===== config.mk =====
export PLATFORM = sky130hd
export DESIGN_NAME = irq_generator_flat
export DESIGN_NICKNAME = d
export VERILOG_FILES = /design/src/rtl/irq_generator_pkg.sv /design/src/rtl/irq_generator_if.sv /design/src/rtl/irq_generator_line.sv /design/src/rtl/irq_generator.sv /design/src/flat_wrapper.sv
export SDC_FILE = /design/constraint.sdc
export NUM_CORES = 1
export LEC_CHECK = 0
export BUFFER_PORTS_ARGS = -buffer_cell sky130_fd_sc_hd__buf_2
export CORE_MARGIN = 2
export CORE_UTILIZATION = 42
export CTS_CLUSTER_SIZE = 12
export DETAILED_ROUTE_END_ITERATION = 8
export PLACE_DENSITY_LB_ADDON = 0.1
export SYNTH_ARGS = -nofsm -noshare
export SYNTH_HDL_FRONTEND = slang
export SYNTH_HIERARCHICAL = 1
export SYNTH_SLANG_ARGS = --single-unit

===== constraint.sdc =====
create_clock -name clk -period 4.24 [get_ports clk]
set_input_delay 0.212 -clock clk [delete_from_list [all_inputs] [get_ports clk]]
set_output_delay 0.212 -clock clk [all_outputs]
set_load 0.03 [all_outputs]

===== src/rtl/irq_generator_pkg.sv =====
// Shared definitions for the interrupt generator: per-line FSM encoding,
// line numbering and the mapping from line number to event/irq bit.
package irq_generator_pkg;

  typedef enum logic [1:0] {
    ST_IDLE     = 2'd0,
    ST_FIRE     = 2'd1,
    ST_WAIT_ACK = 2'd2
  } line_state_e;

  localparam int NUM_LINES = 3;

  localparam logic [1:0] LINE1 = 2'd1;
  localparam logic [1:0] LINE2 = 2'd2;
  localparam logic [1:0] LINE3 = 2'd3;

  // Out of reset every line is suppressed until software opens the mask.
  localparam logic [NUM_LINES-1:0] MASK_RESET = 3'b111;

  // Line 1 is the MSB of every per-line vector, line 3 the LSB.
  function automatic int line_bit(input logic [1:0] line);
    return NUM_LINES - int'(line);
  endfunction

endpackage


===== src/rtl/irq_generator_if.sv =====
// Bus between the CPU/device side and the interrupt generator.
interface irq_generator_if
  import irq_generator_pkg::*;
#(
  parameter int TIMER_W = 16
) ();

  logic [NUM_LINES-1:0] dev_event;
  logic                 mask_we;
  logic [NUM_LINES-1:0] mask_in;
  logic                 timer_en;
  logic [TIMER_W-1:0]   timer_period;
  logic                 ack;
  logic [1:0]           ack_line;
  logic [NUM_LINES-1:0] irq;
  logic [NUM_LINES-1:0] in_service;
  logic [NUM_LINES-1:0] pending;
  logic [NUM_LINES-1:0] lost;

  modport master (
    output dev_event, mask_we, mask_in, timer_en, timer_period, ack, ack_line,
    input  irq, in_service, pending, lost
  );

  modport slave (
    input  dev_event, mask_we, mask_in, timer_en, timer_period, ack, ack_line,
    output irq, in_service, pending, lost
  );

endinterface


===== src/rtl/irq_generator_line.sv =====
// One interrupt line: saturating pending-event counter plus the
// IDLE -> FIRE -> WAIT_ACK handshake FSM that produces a one-cycle irq pulse.
module irq_line
  import irq_generator_pkg::*;
#(
  parameter int CNT_W = 2
) (
  input  logic clk,
  input  logic rst,
  input  logic event_in,
  input  logic masked,
  input  logic ack_hit,
  output logic irq,
  output logic in_service,
  output logic pending,
  output logic lost
);

  localparam logic [CNT_W-1:0] CNT_MAX = '1;
  localparam logic [CNT_W-1:0] CNT_ONE = CNT_W'(1);

  line_state_e      state_q, state_d;
  logic [CNT_W-1:0] cnt_q, cnt_d;
  logic             irq_q, irq_d;
  logic             in_service_q, in_service_d;
  logic             lost_q, lost_d;
  logic             fire;

  // Next state of the handshake FSM; irq and in_service are registered alongside it.
  always_comb begin
    state_d      = state_q;
    irq_d        = 1'b0;
    in_service_d = in_service_q;
    fire         = 1'b0;
    case (state_q)
      ST_IDLE: begin
        if (cnt_q != '0 && !masked) begin
          fire         = 1'b1;
          state_d      = ST_FIRE;
          irq_d        = 1'b1;
          in_service_d = 1'b1;
        end
      end
      ST_FIRE: begin
        state_d = ST_WAIT_ACK;
      end
      ST_WAIT_ACK: begin
        if (ack_hit) begin
          state_d      = ST_IDLE;
          in_service_d = 1'b0;
        end
      end
      default: begin
        state_d      = ST_IDLE;
        in_service_d = 1'b0;
      end
    endcase
  end

  // Pending counter: an event and a fire in the same cycle cancel out.
  always_comb begin
    cnt_d  = cnt_q;
    lost_d = lost_q;
    if (event_in && !fire) begin
      if (cnt_q == CNT_MAX) begin
        lost_d = 1'b1;
      end else begin
        cnt_d = cnt_q + CNT_ONE;
      end
    end else if (!event_in && fire) begin
      cnt_d = cnt_q - CNT_ONE;
    end
  end

  // Line state registers, cleared asynchronously.
  always_ff @(posedge clk or posedge rst) begin
    if (rst) begin
      state_q      <= ST_IDLE;
      cnt_q        <= '0;
      irq_q        <= 1'b0;
      in_service_q <= 1'b0;
      lost_q       <= 1'b0;
    end else begin
      state_q      <= state_d;
      cnt_q        <= cnt_d;
      irq_q        <= irq_d;
      in_service_q <= in_service_d;
      lost_q       <= lost_d;
    end
  end

  assign irq        = irq_q;
  assign in_service = in_service_q;
  assign pending    = (cnt_q != '0);
  assign lost       = lost_q;

endmodule


===== src/rtl/irq_generator.sv =====
// Interrupt generator top: mask register, periodic timer feeding line 3,
// and three independent irq_line instances.
module irq_generator
  import irq_generator_pkg::*;
#(
  parameter int TIMER_W = 16,
  parameter int CNT_W   = 2
) (
  input  logic           clk,
  input  logic           rst,
  irq_generator_if.slave bus
);

  localparam logic [TIMER_W-1:0] TIMER_ONE = TIMER_W'(1);

  logic [NUM_LINES-1:0] mask_q, mask_d;
  logic [TIMER_W-1:0]   timer_q, timer_d;
  logic                 timer_evt;
  logic [NUM_LINES-1:0] line_event;

  // Mask register; a write is seen by the lines from the following cycle.
  always_comb begin
    mask_d = mask_q;
    if (bus.mask_we) begin
      mask_d = bus.mask_in;
    end
  end

  // Down counter; zero means "not yet loaded", reaching one reloads and fires an event.
  always_comb begin
    timer_d   = timer_q;
    timer_evt = 1'b0;
    if (!bus.timer_en || bus.timer_period == '0) begin
      timer_d = bus.timer_period;
    end else if (timer_q == '0) begin
      timer_d = bus.timer_period;
    end else if (timer_q == TIMER_ONE) begin
      timer_d   = bus.timer_period;
      timer_evt = 1'b1;
    end else begin
      timer_d = timer_q - TIMER_ONE;
    end
  end

  // Timer tick and device strobe on line 3 merge into a single event.
  always_comb begin
    line_event                  = bus.dev_event;
    line_event[line_bit(LINE3)] = bus.dev_event[line_bit(LINE3)] | timer_evt;
  end

  // Mask and timer registers.
  always_ff @(posedge clk or posedge rst) begin
    if (rst) begin
      mask_q  <= MASK_RESET;
      timer_q <= '0;
    end else begin
      mask_q  <= mask_d;
      timer_q <= timer_d;
    end
  end

  for (genvar g = 1; g <= NUM_LINES; g++) begin : g_line
    localparam logic [1:0] LINE_ID = 2'(g);
    localparam int         B       = line_bit(LINE_ID);

    irq_line #(.CNT_W(CNT_W)) u_line (
      .clk        (clk),
      .rst        (rst),
      .event_in   (line_event[B]),
      .masked     (mask_q[B]),
      .ack_hit    (bus.ack && (bus.ack_line == LINE_ID)),
      .irq        (bus.irq[B]),
      .in_service (bus.in_service[B]),
      .pending    (bus.pending[B]),
      .lost       (bus.lost[B])
    );
  end

endmodule


===== src/flat_wrapper.sv =====
// flat-port wrapper written by rule: the top's interface ports become plain ports
module irq_generator_flat import irq_generator_pkg::*;
#(
  parameter int TIMER_W = 16,
  parameter int CNT_W   = 2
)
  (clk, rst, bus_dev_event, bus_mask_we, bus_mask_in, bus_timer_en, bus_timer_period, bus_ack, bus_ack_line, bus_irq, bus_in_service, bus_pending, bus_lost);
  irq_generator_if #(.TIMER_W(TIMER_W)) bus_i ();
  input  logic clk;
  input  logic rst;
  input wire logic [$bits(bus_i.dev_event)-1:0] bus_dev_event;
  input wire logic [$bits(bus_i.mask_we)-1:0] bus_mask_we;
  input wire logic [$bits(bus_i.mask_in)-1:0] bus_mask_in;
  input wire logic [$bits(bus_i.timer_en)-1:0] bus_timer_en;
  input wire logic [$bits(bus_i.timer_period)-1:0] bus_timer_period;
  input wire logic [$bits(bus_i.ack)-1:0] bus_ack;
  input wire logic [$bits(bus_i.ack_line)-1:0] bus_ack_line;
  output wire logic [$bits(bus_i.irq)-1:0] bus_irq;
  output wire logic [$bits(bus_i.in_service)-1:0] bus_in_service;
  output wire logic [$bits(bus_i.pending)-1:0] bus_pending;
  output wire logic [$bits(bus_i.lost)-1:0] bus_lost;
  assign bus_i.dev_event = bus_dev_event;
  assign bus_i.mask_we = bus_mask_we;
  assign bus_i.mask_in = bus_mask_in;
  assign bus_i.timer_en = bus_timer_en;
  assign bus_i.timer_period = bus_timer_period;
  assign bus_i.ack = bus_ack;
  assign bus_i.ack_line = bus_ack_line;
  assign bus_irq = bus_i.irq;
  assign bus_in_service = bus_i.in_service;
  assign bus_pending = bus_i.pending;
  assign bus_lost = bus_i.lost;
  irq_generator #(.TIMER_W(TIMER_W), .CNT_W(CNT_W)) u_core (.clk(clk), .rst(rst), .bus(bus_i));
endmodule

==> results.json, run 1 <==
{
  "first_global_vias": 1423,
  "combinationalPowerShare_pct": 33.6,
  "synth_cell_type_count": 35,
  "internal_power_contribution_w": 0.000877,
  "max-clock-path-buffers": 2,
  "clock_insertion_delay_worst_skew_ns": 0.29,
  "final-setup-viol-count": 0,
  "final-instance-count-excl-fill": 308,
  "synthMuxAreaShare_pct": 3.23,
  "drtIter0Drc": 98,
  "final_min_period_over_clock_period_pct": 52.1,
  "ios": 41,
  "synth-compound-area-share_pct": 16.2,
  "die_area_mm2": 0.00556,
  "finalNetCount": 271,
  "crit_path_start_kind": "register",
  "setup_total_negative_slack_ns": 0,
  "worst-endpoint-required_ns": 4.46,
  "slowest_delay_ns": 0.59,
  "cts.clk_slew.worst_paths_ns": 0.08,
  "period_needed_ns": 2.21,
  "synth.cell_area_mm2": 0.00209,
  "timing.setup.critical_path_class": "register to register",
  "critical_path_peak_fanout": 20,
  "via_per_inst": 4.97,
  "critPathBufInv": 1,
  "portBuffers": 40,
  "area_added_between_synthesis_and_finish_pct": 18.1,
  "power.density_cell_area_mw_per_mm2": 556,
  "timing.fmax_mhz": 452,
  "timing_worst_slew_pin_value_ns": 0.769,
  "synthesized_area_per_cell_um2": 10.8,
  "dp_worst_setup_slack_ns": 2.02,
  "timing.hold.ws_ns": 0.137,
  "max-cap-violations": 0,
  "grt_first_pass_wirelength_um": 6420,
  "placedCellCount": 299,
  "antennaDiodeCount": 0,
  "detail_route.drc_violations": 0,
  "cts.htree.levels": 2,
  "power.switching_w": 0.000496,
  "main_combinational_cell_family_by_area_after_synthesis": "simple AND/OR/NAND/NOR gates",
  "postLayoutSetupSlackWorst_ns": 2.03,
  "postSynthRegisterBits": 40,
  "final_layout_size_suffix_gt1_share_pct": 36.9,
  "path_delay_family": "simple AND/OR/NAND/NOR gates",
  "detail-route-antenna-nets": 0,
  "critical_path.cell_chain": "nor4_4 > nand3_2 > o31ai_4 > buf_4 > nand2_1 > o21ai_2",
  "ir_worst_vdd_mv": 0.160,
  "fin_total_pwr_w": 0.00137,
  "layout.filler_cells": 470,
  "timing.critical_path.arrival_ns": 2.43,
  "ys_seq_area_share_pct": 48.1,
  "cts_tree": "built",
  "final-hold-violation-count": 0,
  "timing.slew.headroom_pct": 48.6,
  "clock-skew-final_ns": 0.00386,
  "cts-resized-gates": 0,
  "grt_start_max_net_pins": 21,
  "vias": 1531,
  "synth.net_count": 225,
  "synthAdderAreaFrac_pct": 1.20,
  "pwr-share-seq_pct": 43.8,
  "start_util_pct": 43.9,
  "power_frac_clock_pct": 22.6,
  "placement_rows": 25,
  "number_of_clock_sinks": 40,
  "drt_wl_total_um": 3930,
  "fp.dieH_um": 74.5,
  "synth-xor-area-share_pct": 6.29,
  "post-dp-hpwl_um": 3010,
  "endpoint_kind": "register",
  "syn-instance-count": 194,
  "rsz_0062_raised_after_global_routing": "no",
  "report.final.slew_viol_count": 0,
  "grt.overflow.total": 0,
  "initial_antenna_violation_count": 0,
  "netSwitchingFraction_pct": 36.1,
  "wl_per_cell_um": 12.8,
  "grtUsageTotal_pct": 15.3,
  "hold_class": "input port to register",
  "yosysWarningCount": 6,
  "clock_root_buffer_master": "sky130_fd_sc_hd__clkbuf_8",
  "synth_simple_gate_area_share_pct": 22.2,
  "gp_congestion": 0.804,
  "fp.coreArea_mm2": 0.00475,
  "power_leakage_nw": 1.07,
  "crit_path_top_delay_cell": "sky130_fd_sc_hd__o31ai_4",
  "status": "complete, no violations",
  "cts_buffers": 5,
  "horizontal_die_dimension_um": 74.5,
  "drt_pass1_iterations": 4
}
## Yosys cell counts
| cell | number | area (um2) |
|---|---|---|
| sky130_fd_sc_hd__nor4_4 | 1 | 21.3 |
| sky130_fd_sc_hd__nor2b_1 | 6 | 37.5 |
| sky130_fd_sc_hd__a41o_1 | 4 | 40.0 |
| sky130_fd_sc_hd__dfstp_2 | 3 | 78.8 |
| sky130_fd_sc_hd__and2_1 | 1 | 6.26 |
| sky130_fd_sc_hd__nor3_1 | 4 | 20.0 |
| sky130_fd_sc_hd__nor4_1 | 5 | 31.3 |
| sky130_fd_sc_hd__a41oi_1 | 1 | 8.76 |
| sky130_fd_sc_hd__o31ai_4 | 1 | 21.3 |
| sky130_fd_sc_hd__a21o_1 | 4 | 30.0 |
| sky130_fd_sc_hd__and3b_1 | 3 | 26.3 |
| sky130_fd_sc_hd__a21oi_1 | 7 | 35.0 |
| sky130_fd_sc_hd__nor4b_1 | 3 | 26.3 |
| sky130_fd_sc_hd__or2_2 | 3 | 18.8 |
| sky130_fd_sc_hd__o21ai_2 | 15 | 131 |
| sky130_fd_sc_hd__or3_4 | 3 | 33.8 |
| sky130_fd_sc_hd__or4_4 | 3 | 33.8 |
| sky130_fd_sc_hd__dfrtp_1 | 37 | 926 |
| sky130_fd_sc_hd__o31ai_1 | 1 | 7.51 |
| sky130_fd_sc_hd__o22ai_2 | 3 | 37.5 |
| sky130_fd_sc_hd__nand3_2 | 1 | 10.0 |
| sky130_fd_sc_hd__ha_1 | 2 | 25.0 |
| sky130_fd_sc_hd__o21ai_0 | 3 | 15.0 |
| sky130_fd_sc_hd__xnor2_1 | 10 | 87.6 |
| sky130_fd_sc_hd__nor2_1 | 18 | 67.6 |
| sky130_fd_sc_hd__and3_1 | 1 | 6.26 |
| sky130_fd_sc_hd__mux2_2 | 6 | 67.6 |
| sky130_fd_sc_hd__nor4_2 | 1 | 12.5 |
| sky130_fd_sc_hd__xor2_1 | 5 | 43.8 |
| sky130_fd_sc_hd__buf_6 | 3 | 33.8 |
| sky130_fd_sc_hd__inv_1 | 7 | 26.3 |
| sky130_fd_sc_hd__nand2_1 | 24 | 90.1 |
| sky130_fd_sc_hd__nand4_1 | 1 | 6.26 |
| sky130_fd_sc_hd__nand3_1 | 3 | 15.0 |
| sky130_fd_sc_hd__o41a_1 | 1 | 11.3 |
## power groups by stage
stage	combinational (W)	clock, W	sequential, W
3_5_place_dp	0.000466	0	0.000608
3_3_place_gp	0.000461	0	0.000608
5_1_grt	0.000508	0.000339	0.000618
2_1_floorplan	0.000307	0	0.000647
6_report	0.000462	0.000310	0.000601
4_1_cts	0.000468	0.000321	0.000601
## final timing paths
| path | start | to | slack (ns) | depth (start not counted) |
|---|---|---|---|---|
| max | u_core/timer_q[6]$_DFF_PP0_ | u_core/timer_q[10]$_DFF_PP0_ | 2.03 | 6 |
| min | bus_timer_period[13] | u_core/timer_q[13]$_DFF_PP0_ | 0.14 | 3 |
| max reg2reg | u_core/timer_q[6]$_DFF_PP0_ | u_core/timer_q[10]$_DFF_PP0_ | 2.03 | 6 |
| min reg2reg | u_core/g_line[1].u_line/lost$_DFFE_PP0P_ | u_core/g_line[1].u_line/lost$_DFFE_PP0P_ | 0.47 | 1 |
| max in group asynchronous | rst | u_core/timer_q[1]$_DFF_PP0_ | 3.11 | 3 |
| min in group asynchronous | rst | u_core/g_line[1].u_line/cnt_q[1]$_DFFE_PP0P_ | 0.42 | 3 |
## flip-flops by register name, summed over array words and instances (netlist names)
register,count
u_core/g_line.u_line/in_service,3
u_core/g_line.u_line/irq,3
u_core/mask_q,3
u_core/g_line.u_line/lost,3
u_core/timer_q,16
u_core/g_line.u_line/state_q,6
u_core/g_line.u_line/cnt_q,6
## cell type report
class,instances,area [um2],share of cell area (%)
timing repair buffer,42,218,8.82
clock buffer,5,68.8,2.79
inverter,7,26.3,1.06
clock inverter,3,42.5,1.72
sequential,40,1000,40.7
tap,67,83.8,3.40
multi-input combinational,144,1020,41.5
## timing repair
| action | 4_1_cts | 5_1_grt |
|---|---|---|
| buffers inserted | 0 | 0 |
| hold buffers | 1 | 0 |
| endpoints found under the hold margin | 21 | 0 |
## stage by stage
step | instance area, um2 | util [%]
6_report | 2470 | 51.9
5_1_grt | 2470 | 51.9
4_1_cts | 2470 | 51.9
3_5_place_dp | 2350 | 49.4
3_3_place_gp | 2350 | 49.4
2_1_floorplan | 2090 | -
## tightest hold or removal path: cells and delay by family
kind            cells  cell delay [ns]
compound gates      1             0.05
simple gates        1             0.05
buf+inv             1             0.08
## cell usage in the layout (no fill, tap or decap), types with 2 or more instances in the layout
cell	n
sky130_fd_sc_hd__buf_2	40
sky130_fd_sc_hd__dfrtp_1	37
sky130_fd_sc_hd__nand2_1	24
sky130_fd_sc_hd__nor2_1	18
sky130_fd_sc_hd__o21ai_2	15
sky130_fd_sc_hd__xnor2_1	10
sky130_fd_sc_hd__inv_1	7
sky130_fd_sc_hd__a21oi_1	7
sky130_fd_sc_hd__mux2_2	6
sky130_fd_sc_hd__nor2b_1	6
sky130_fd_sc_hd__clkbuf_8	5
sky130_fd_sc_hd__nor4_1	5
sky130_fd_sc_hd__xor2_1	5
sky130_fd_sc_hd__nor3_1	4
sky130_fd_sc_hd__a21o_1	4
sky130_fd_sc_hd__a41o_1	4
sky130_fd_sc_hd__nand3_1	3
sky130_fd_sc_hd__nor4b_1	3
sky130_fd_sc_hd__or3_4	3
sky130_fd_sc_hd__and3b_1	3
sky130_fd_sc_hd__or4_4	3
sky130_fd_sc_hd__o22ai_2	3
sky130_fd_sc_hd__o21ai_0	3
sky130_fd_sc_hd__or2_2	3
sky130_fd_sc_hd__dfstp_2	3
sky130_fd_sc_hd__ha_1	2
## cell families after synthesis
group	after synthesis
AOI/OAI and AO/OA	40
xor gates and xnor gates	15
adders and majority gates	2
buffers and inverters	10
DFF	40
muxes	6
and+or+nand+nor	81
## metal layers
layer	share of wire [%]	track usage (%)	up-vias
li1	-	-	782
met1	49	21.1	717
met2	46	24.4	30
met3	4.3	3.66	2
met4	0.56	4.17	0
met5	0	0	-
No activity file was read; power rests on OpenSTA's default activity.
==> inputs of run 2 (changes only) <==
==> constraint.sdc (replaced) <==
create_clock -name clk -period 2.02 [get_ports clk]
set_input_delay 0.101 -clock clk [delete_from_list [all_inputs] [get_ports clk]]
set_output_delay 0.101 -clock clk [all_outputs]
set_load 0.03 [all_outputs]
==> run 2 against run 1 <==
Total power up 110%; worst hold slack worse by 0.11 ns; clock power increased by 110%; fmax rose by 19%; clock-buffer cell count unchanged; worst setup slack got worse by 1.9 ns; non-clock buffer count increased by 9; global-route usage increased by 0.99 points; first-iteration DRC count is 65% lower; sequential power rose by 110%.
==> results.json, run 2 (synthesis results as in run 1) <==
{
  "crit_path_start_kind": "register",
  "layout_top_registers": "u_core/timer_q: 16 flops, u_core/g_line.u_line/cnt_q: 6 flops, u_core/g_line.u_line/state_q: 6 flops",
  "multiInputGateArea_mm2": 0.00102,
  "timing.setup.critical_path_class": "register to register",
  "postLayoutSetupSlackWorst_ns": 0.157,
  "gp_congestion": 0.786,
  "start_util_pct": 43.9,
  "finalNetCount": 280,
  "critical_path_peak_fanout": 3,
  "drt_pass1_iterations": 4,
  "seq_area_mm2": 0.00100,
  "power_frac_clock_pct": 22.5,
  "drtIter0Drc": 34,
  "worstHoldPathCells": 3,
  "detail_route.drc_violations": 0,
  "grt.overflow.total": 0,
  "grt_first_pass_wirelength_um": 6720,
  "timing.fmax_mhz": 537,
  "max_flop_register": "u_core/timer_q",
  "power_leakage_nw": 1.11,
  "clock-skew-final_ns": 0.00454,
  "cts.clk_slew.worst_paths_ns": 0.08,
  "final_min_period_over_clock_period_pct": 92.2,
  "final_layout_size_suffix_gt1_share_pct": 39.2,
  "ios": 41,
  "status": "complete, no violations",
  "placement_rows": 25,
  "cts.htree.levels": 2,
  "cts_buffers": 5,
  "ir_worst_vdd_mv": 0.366,
  "final_area_mm2": 0.00254,
  "first_global_vias": 1514,
  "grt_start_max_net_pins": 20,
  "clock_insertion_delay_worst_skew_ns": 0.29,
  "detail-route-antenna-nets": 0,
  "wl_per_cell_um": 12.7,
  "period_needed_ns": 1.86,
  "final-hold-violation-count": 0,
  "max-cap-violations": 0,
  "timing_worst_slew_pin_value_ns": 0.778,
  "mostFrequentLayoutCell": "sky130_fd_sc_hd__buf_2",
  "grtUsageTotal_pct": 16.3,
  "largest_register_ffs": 16,
  "timing.critical_path.arrival_ns": 2.05,
  "endpoint_kind": "register",
  "area_added_between_synthesis_and_finish_pct": 21.4,
  "post-dp-hpwl_um": 3110,
  "number_of_clock_sinks": 40,
  "layout_common_cells": "sky130_fd_sc_hd__buf_2 (40), sky130_fd_sc_hd__dfrtp_1 (37), sky130_fd_sc_hd__nand2_1 (24)",
  "rsz_0062_raised_after_global_routing": "no",
  "die_area_mm2": 0.00556,
  "power.density_cell_area_mw_per_mm2": 1150,
  "vias": 1553,
  "drt_wl_total_um": 4020,
  "combinationalPowerShare_pct": 34.0,
  "max-clock-path-buffers": 2,
  "layout.filler_cells": 476,
  "internal_power_contribution_w": 0.00186,
  "netSwitchingFraction_pct": 36.1,
  "clock_root_buffer_master": "sky130_fd_sc_hd__clkbuf_8",
  "portBuffers": 40,
  "initial_antenna_violation_count": 0,
  "hold_class": "input port to register",
  "final-setup-viol-count": 0,
  "worst-endpoint-required_ns": 2.21,
  "cts_tree": "built",
  "via_per_inst": 4.90,
  "pwr-share-seq_pct": 43.4,
  "placed_cell_area_mm2": 0.00241,
  "horizontal_die_dimension_um": 74.5,
  "fp.coreArea_mm2": 0.00475,
  "setup_total_negative_slack_ns": 0,
  "timing.slew.headroom_pct": 48.1,
  "worst-r2r-cell-count": 6,
  "power.switching_w": 0.00105,
  "report.final.slew_viol_count": 0,
  "dp_worst_setup_slack_ns": 0.165,
  "fp.dieH_um": 74.5,
  "antennaDiodeCount": 0
}
[run 2: cell count changes in the layout (fill, tap and decap cells not counted), sizes merged]
cell / previous run / this run
buf: 41 / 50
[run 2: final cells by class]
class | count | area share [%]
multi-input combinational | 144 | 40.4
inverter | 7 | 1.04
timing repair buffer | 51 | 11.2
clock buffer | 5 | 2.71
clock inverter | 3 | 1.68
tap | 67 | 3.31
sequential | 40 | 39.6
[run 2: worst paths after layout]
check,from,endpoint,slack (ns)
setup / recovery,u_core/timer_q[6]$_DFF_PP0_,u_core/g_line[3].u_line/cnt_q[1]$_DFFE_PP0P_,0.16
setup reg to reg,u_core/timer_q[6]$_DFF_PP0_,u_core/g_line[3].u_line/cnt_q[1]$_DFFE_PP0P_,0.16
min in group asynchronous,rst,u_core/g_line[3].u_line/lost$_DFFE_PP0P_,0.30
hold / removal,bus_timer_period[4],u_core/timer_q[4]$_DFF_PP0_,0.02
hold reg to reg,u_core/g_line[3].u_line/lost$_DFFE_PP0P_,u_core/g_line[3].u_line/lost$_DFFE_PP0P_,0.47
max in group asynchronous,rst,u_core/timer_q[13]$_DFF_PP0_,1.01
[run 2: per-stage QoR]
step	power, W	utilization [%]	instances	hold WS [ns]
final	0.00291	53.3	317	0.0244
after global routing	0.00310	53.3	317	0.0329
after CTS	0.00294	53.3	317	0.0136
after detailed placement	0.00228	50.8	308	0.0767
after global placement	0.00226	50.8	308	0.0824
after floorplan	0.00200	-	194	-0.0956
[run 2: timing repair]
item	4_1_cts	5_1_grt
hold buffers	1	0
buffers inserted	0	0
hold endpoints to repair	22	0
gates resized for setup	0	0
[run 2: power by group through the flow]
stage          clock network [W]  logic, W  registers [W]
6_report                0.000655  0.000989        0.00126
5_1_grt                 0.000698   0.00110        0.00130
3_3_place_gp                   0  0.000989        0.00128
4_1_cts                 0.000673   0.00100        0.00126
2_1_floorplan                  0  0.000644        0.00136
3_5_place_dp                   0  0.000999        0.00128
[run 2: critical path, stage by stage, from the launching register on]
cell and delay [ns]:
sky130_fd_sc_hd__dfrtp_1 0.43, sky130_fd_sc_hd__nor4_4 0.30, sky130_fd_sc_hd__nand3_1 0.13, sky130_fd_sc_hd__a41o_1 0.27, sky130_fd_sc_hd__or4_4 0.42, sky130_fd_sc_hd__a21oi_1 0.16
sky130_fd_sc_hd__nor2_1 0.06
[run 2: metal layers]
metal,share of wire [%],wire [um],GRT usage (%),vias up
met5,0,0,0,-
met4,1.6,63,5.95,0
met3,4.2,169,4.47,6
li1,-,-,-,801
met1,50,2000,21.7,714
met2,45,1790,25.8,32
==> inputs of run 3 (changes only) <==
--- a/config.mk
+++ b/config.mk
@@ -6,8 +6,9 @@
 export NUM_CORES = 1
 export LEC_CHECK = 0
 export BUFFER_PORTS_ARGS = -buffer_cell sky130_fd_sc_hd__buf_2
+export CORE_ASPECT_RATIO = 2
 export CORE_MARGIN = 2
-export CORE_UTILIZATION = 42
+export CORE_UTILIZATION = 55
 export CTS_CLUSTER_SIZE = 12
 export DETAILED_ROUTE_END_ITERATION = 8
 export PLACE_DENSITY_LB_ADDON = 0.1
==> constraint.sdc (replaced) <==
create_clock -name clk -period 2.3 [get_ports clk]
set_input_delay 0.115 -clock clk [delete_from_list [all_inputs] [get_ports clk]]
set_output_delay 0.115 -clock clk [all_outputs]
set_load 0.03 [all_outputs]
==> run 3 against run 2 <==
Utilization increased by 14 points; clock skew increased by 0.0046 ns; clock-buffer cell count increased by 1; fmax decreased by 12%; final area decreased by 2.8%.
==> results.json, run 3 (synthesis results as in run 1) <==
{
  "endpoint_kind": "register",
  "portBuffers": 40,
  "worst_r2r_startpoint": "u_core/timer_q[6]$_DFF_PP0_",
  "number_of_clock_sinks": 40,
  "timing.critical_path.arrival_ns": 2.29,
  "max-clock-path-buffers": 2,
  "min_delay_worst_endpoint": "u_core/timer_q[12]$_DFF_PP0_",
  "cts_tree": "built",
  "drtIter0Drc": 21,
  "hold_class": "input port to register",
  "final_area_mm2": 0.00246,
  "timing.slew.headroom_pct": 53.3,
  "setup_total_negative_slack_ns": 0,
  "regToRegSetupSlack_ns": 0.18,
  "mostFrequentLayoutCell": "sky130_fd_sc_hd__buf_2",
  "gp_congestion": 0.889,
  "critical_path.cell_chain": "nor4_4 > nand3_1 > a41o_1 > or4_4 > a21oi_1 > nor2_1",
  "timing_worst_slew_pin_value_ns": 0.700,
  "drt_pass1_iterations": 4,
  "rsz_0062_raised_after_global_routing": "no",
  "cts.clk_slew.worst_paths_ns": 0.08,
  "worstHoldPathCells": 3,
  "critical_path_peak_fanout": 5,
  "clock-skew-final_ns": 0.00914,
  "cts-resized-gates": 0,
  "layout_common_cells": "sky130_fd_sc_hd__buf_2 (40), sky130_fd_sc_hd__dfrtp_1 (37), sky130_fd_sc_hd__nand2_1 (24)",
  "worst-r2r-cell-count": 6,
  "area_added_between_synthesis_and_finish_pct": 18.0,
  "horizontal_die_dimension_um": 47.6,
  "drt_wl_total_um": 4240,
  "fp.coreArea_mm2": 0.00365,
  "grtUsageTotal_pct": 22.8,
  "fin_total_pwr_w": 0.00253,
  "vias": 1650,
  "largest_register_ffs": 16,
  "grt.overflow.total": 0,
  "placedCellCount": 284,
  "final-setup-viol-count": 0,
  "final_layout_size_suffix_gt1_share_pct": 37.3,
  "clock_root_buffer_master": "sky130_fd_sc_hd__clkbuf_8",
  "final_min_period_over_clock_period_pct": 92.1,
  "hold_buffers": 1,
  "report.final.slew_viol_count": 0,
  "post-dp-hpwl_um": 3430,
  "period_needed_ns": 2.12,
  "antennaDiodeCount": 0,
  "timing.rr.end": "u_core/g_line[3].u_line/cnt_q[1]$_DFFE_PP0P_",
  "wl_per_cell_um": 14.5,
  "grt_first_pass_wirelength_um": 7250,
  "first_global_vias": 1733,
  "final-instance-count-excl-fill": 293,
  "clock_insertion_delay_worst_skew_ns": 0.28,
  "crit_path_start_kind": "register",
  "timing.fmax_mhz": 472,
  "start_util_pct": 57.3,
  "crit_path_top_delay_cell": "sky130_fd_sc_hd__dfrtp_1",
  "placement_rows": 31,
  "fp.dieH_um": 91.2,
  "detail_route.drc_violations": 0,
  "placed_cell_area_mm2": 0.00235,
  "cts_buffers": 5,
  "startpoint": "u_core/timer_q[6]$_DFF_PP0_",
  "worst-endpoint-required_ns": 2.47,
  "initial_antenna_violation_count": 0,
  "detail-route-antenna-nets": 0,
  "status": "complete, no violations",
  "finalNetCount": 274,
  "via_per_inst": 5.63,
  "max_flop_register": "u_core/timer_q",
  "worst_hold_path_startpoint": "bus_timer_period[12]",
  "timing.setup.critical_path_class": "register to register",
  "power.density_cell_area_mw_per_mm2": 1030,
  "final-hold-violation-count": 0,
  "ir_worst_vdd_mv": 0.597,
  "cts.htree.levels": 2,
  "max-cap-violations": 0,
  "power_leakage_nw": 1.09,
  "slowest_delay_ns": 0.44,
  "cts_post_setup_buffers_inserted": 0,
  "grt_start_max_net_pins": 23,
  "layout_top_registers": "u_core/timer_q: 16 flops, u_core/g_line.u_line/cnt_q: 6 flops, u_core/g_line.u_line/state_q: 6 flops",
  "ios": 41,
  "die_area_mm2": 0.00434
}
[run 3: worst max-delay path by stage]
stage,end,slack [ns],cells after the start
2_1_floorplan,u_core/g_line[3].u_line/cnt_q[1]$_DFFE_PP0P_,0.30,6
3_3_place_gp,u_core/g_line[3].u_line/cnt_q[1]$_DFFE_PP0P_,0.28,6
3_5_place_dp,u_core/g_line[3].u_line/cnt_q[1]$_DFFE_PP0P_,0.22,6
4_1_cts,u_core/g_line[3].u_line/cnt_q[1]$_DFFE_PP0P_,0.20,6
5_1_grt,u_core/g_line[3].u_line/cnt_q[1]$_DFFE_PP0P_,0.08,6
6_report,u_core/g_line[3].u_line/cnt_q[1]$_DFFE_PP0P_,0.18,6
[run 3: cell type report]
type / instances / area (um2)
Clock buffer: 6 / 72.6
Clock inverter: 2 / 35.0
Fill cell: 317 / 1180
Inverter: 7 / 26.3
Multi-Input combinational cell: 144 / 1020
Sequential cell: 40 / 1000
Tap cell: 49 / 61.3
Timing Repair Buffer: 45 / 240
[run 3: metrics by stage]
stage	hold slack (ns)	util, %	setup slack, ns
after detailed placement	0.101	64.4	0.220
after floorplan	-0.0816	-	0.300
after global routing	0.0519	67.6	0.0802
final	0.0608	67.6	0.181
after CTS	0.0519	67.6	0.203
after global placement	0.0932	64.4	0.281
[run 3: worst max-delay path, delay by kind of cell, from the launching register on]
family / cells / cell delay (ns)
and+or+nand+nor: 4 / 1.08
AOI/OAI and AO/OA: 2 / 0.48
DFF: 1 / 0.44
[run 3: layer usage]
layer	vias to the layer above	part of all wire (%)	global-route usage, %	wire [um]
li1	785	-	-	-
met1	786	36	23.3	1510
met2	59	55	39.2	2340
met3	20	4.1	4.57	173
met4	0	5.3	13.1	223
met5	-	0	0	0
[run 3: power breakdown]
| group | internal [W] | switching, W | total [W] |
|---|---|---|---|
| clock network | 0.000322 | 0.000228 | 0.000550 |
| registers | 0.000904 | 0.000212 | 0.00112 |
| logic | 0.000397 | 0.000469 | 0.000866 |
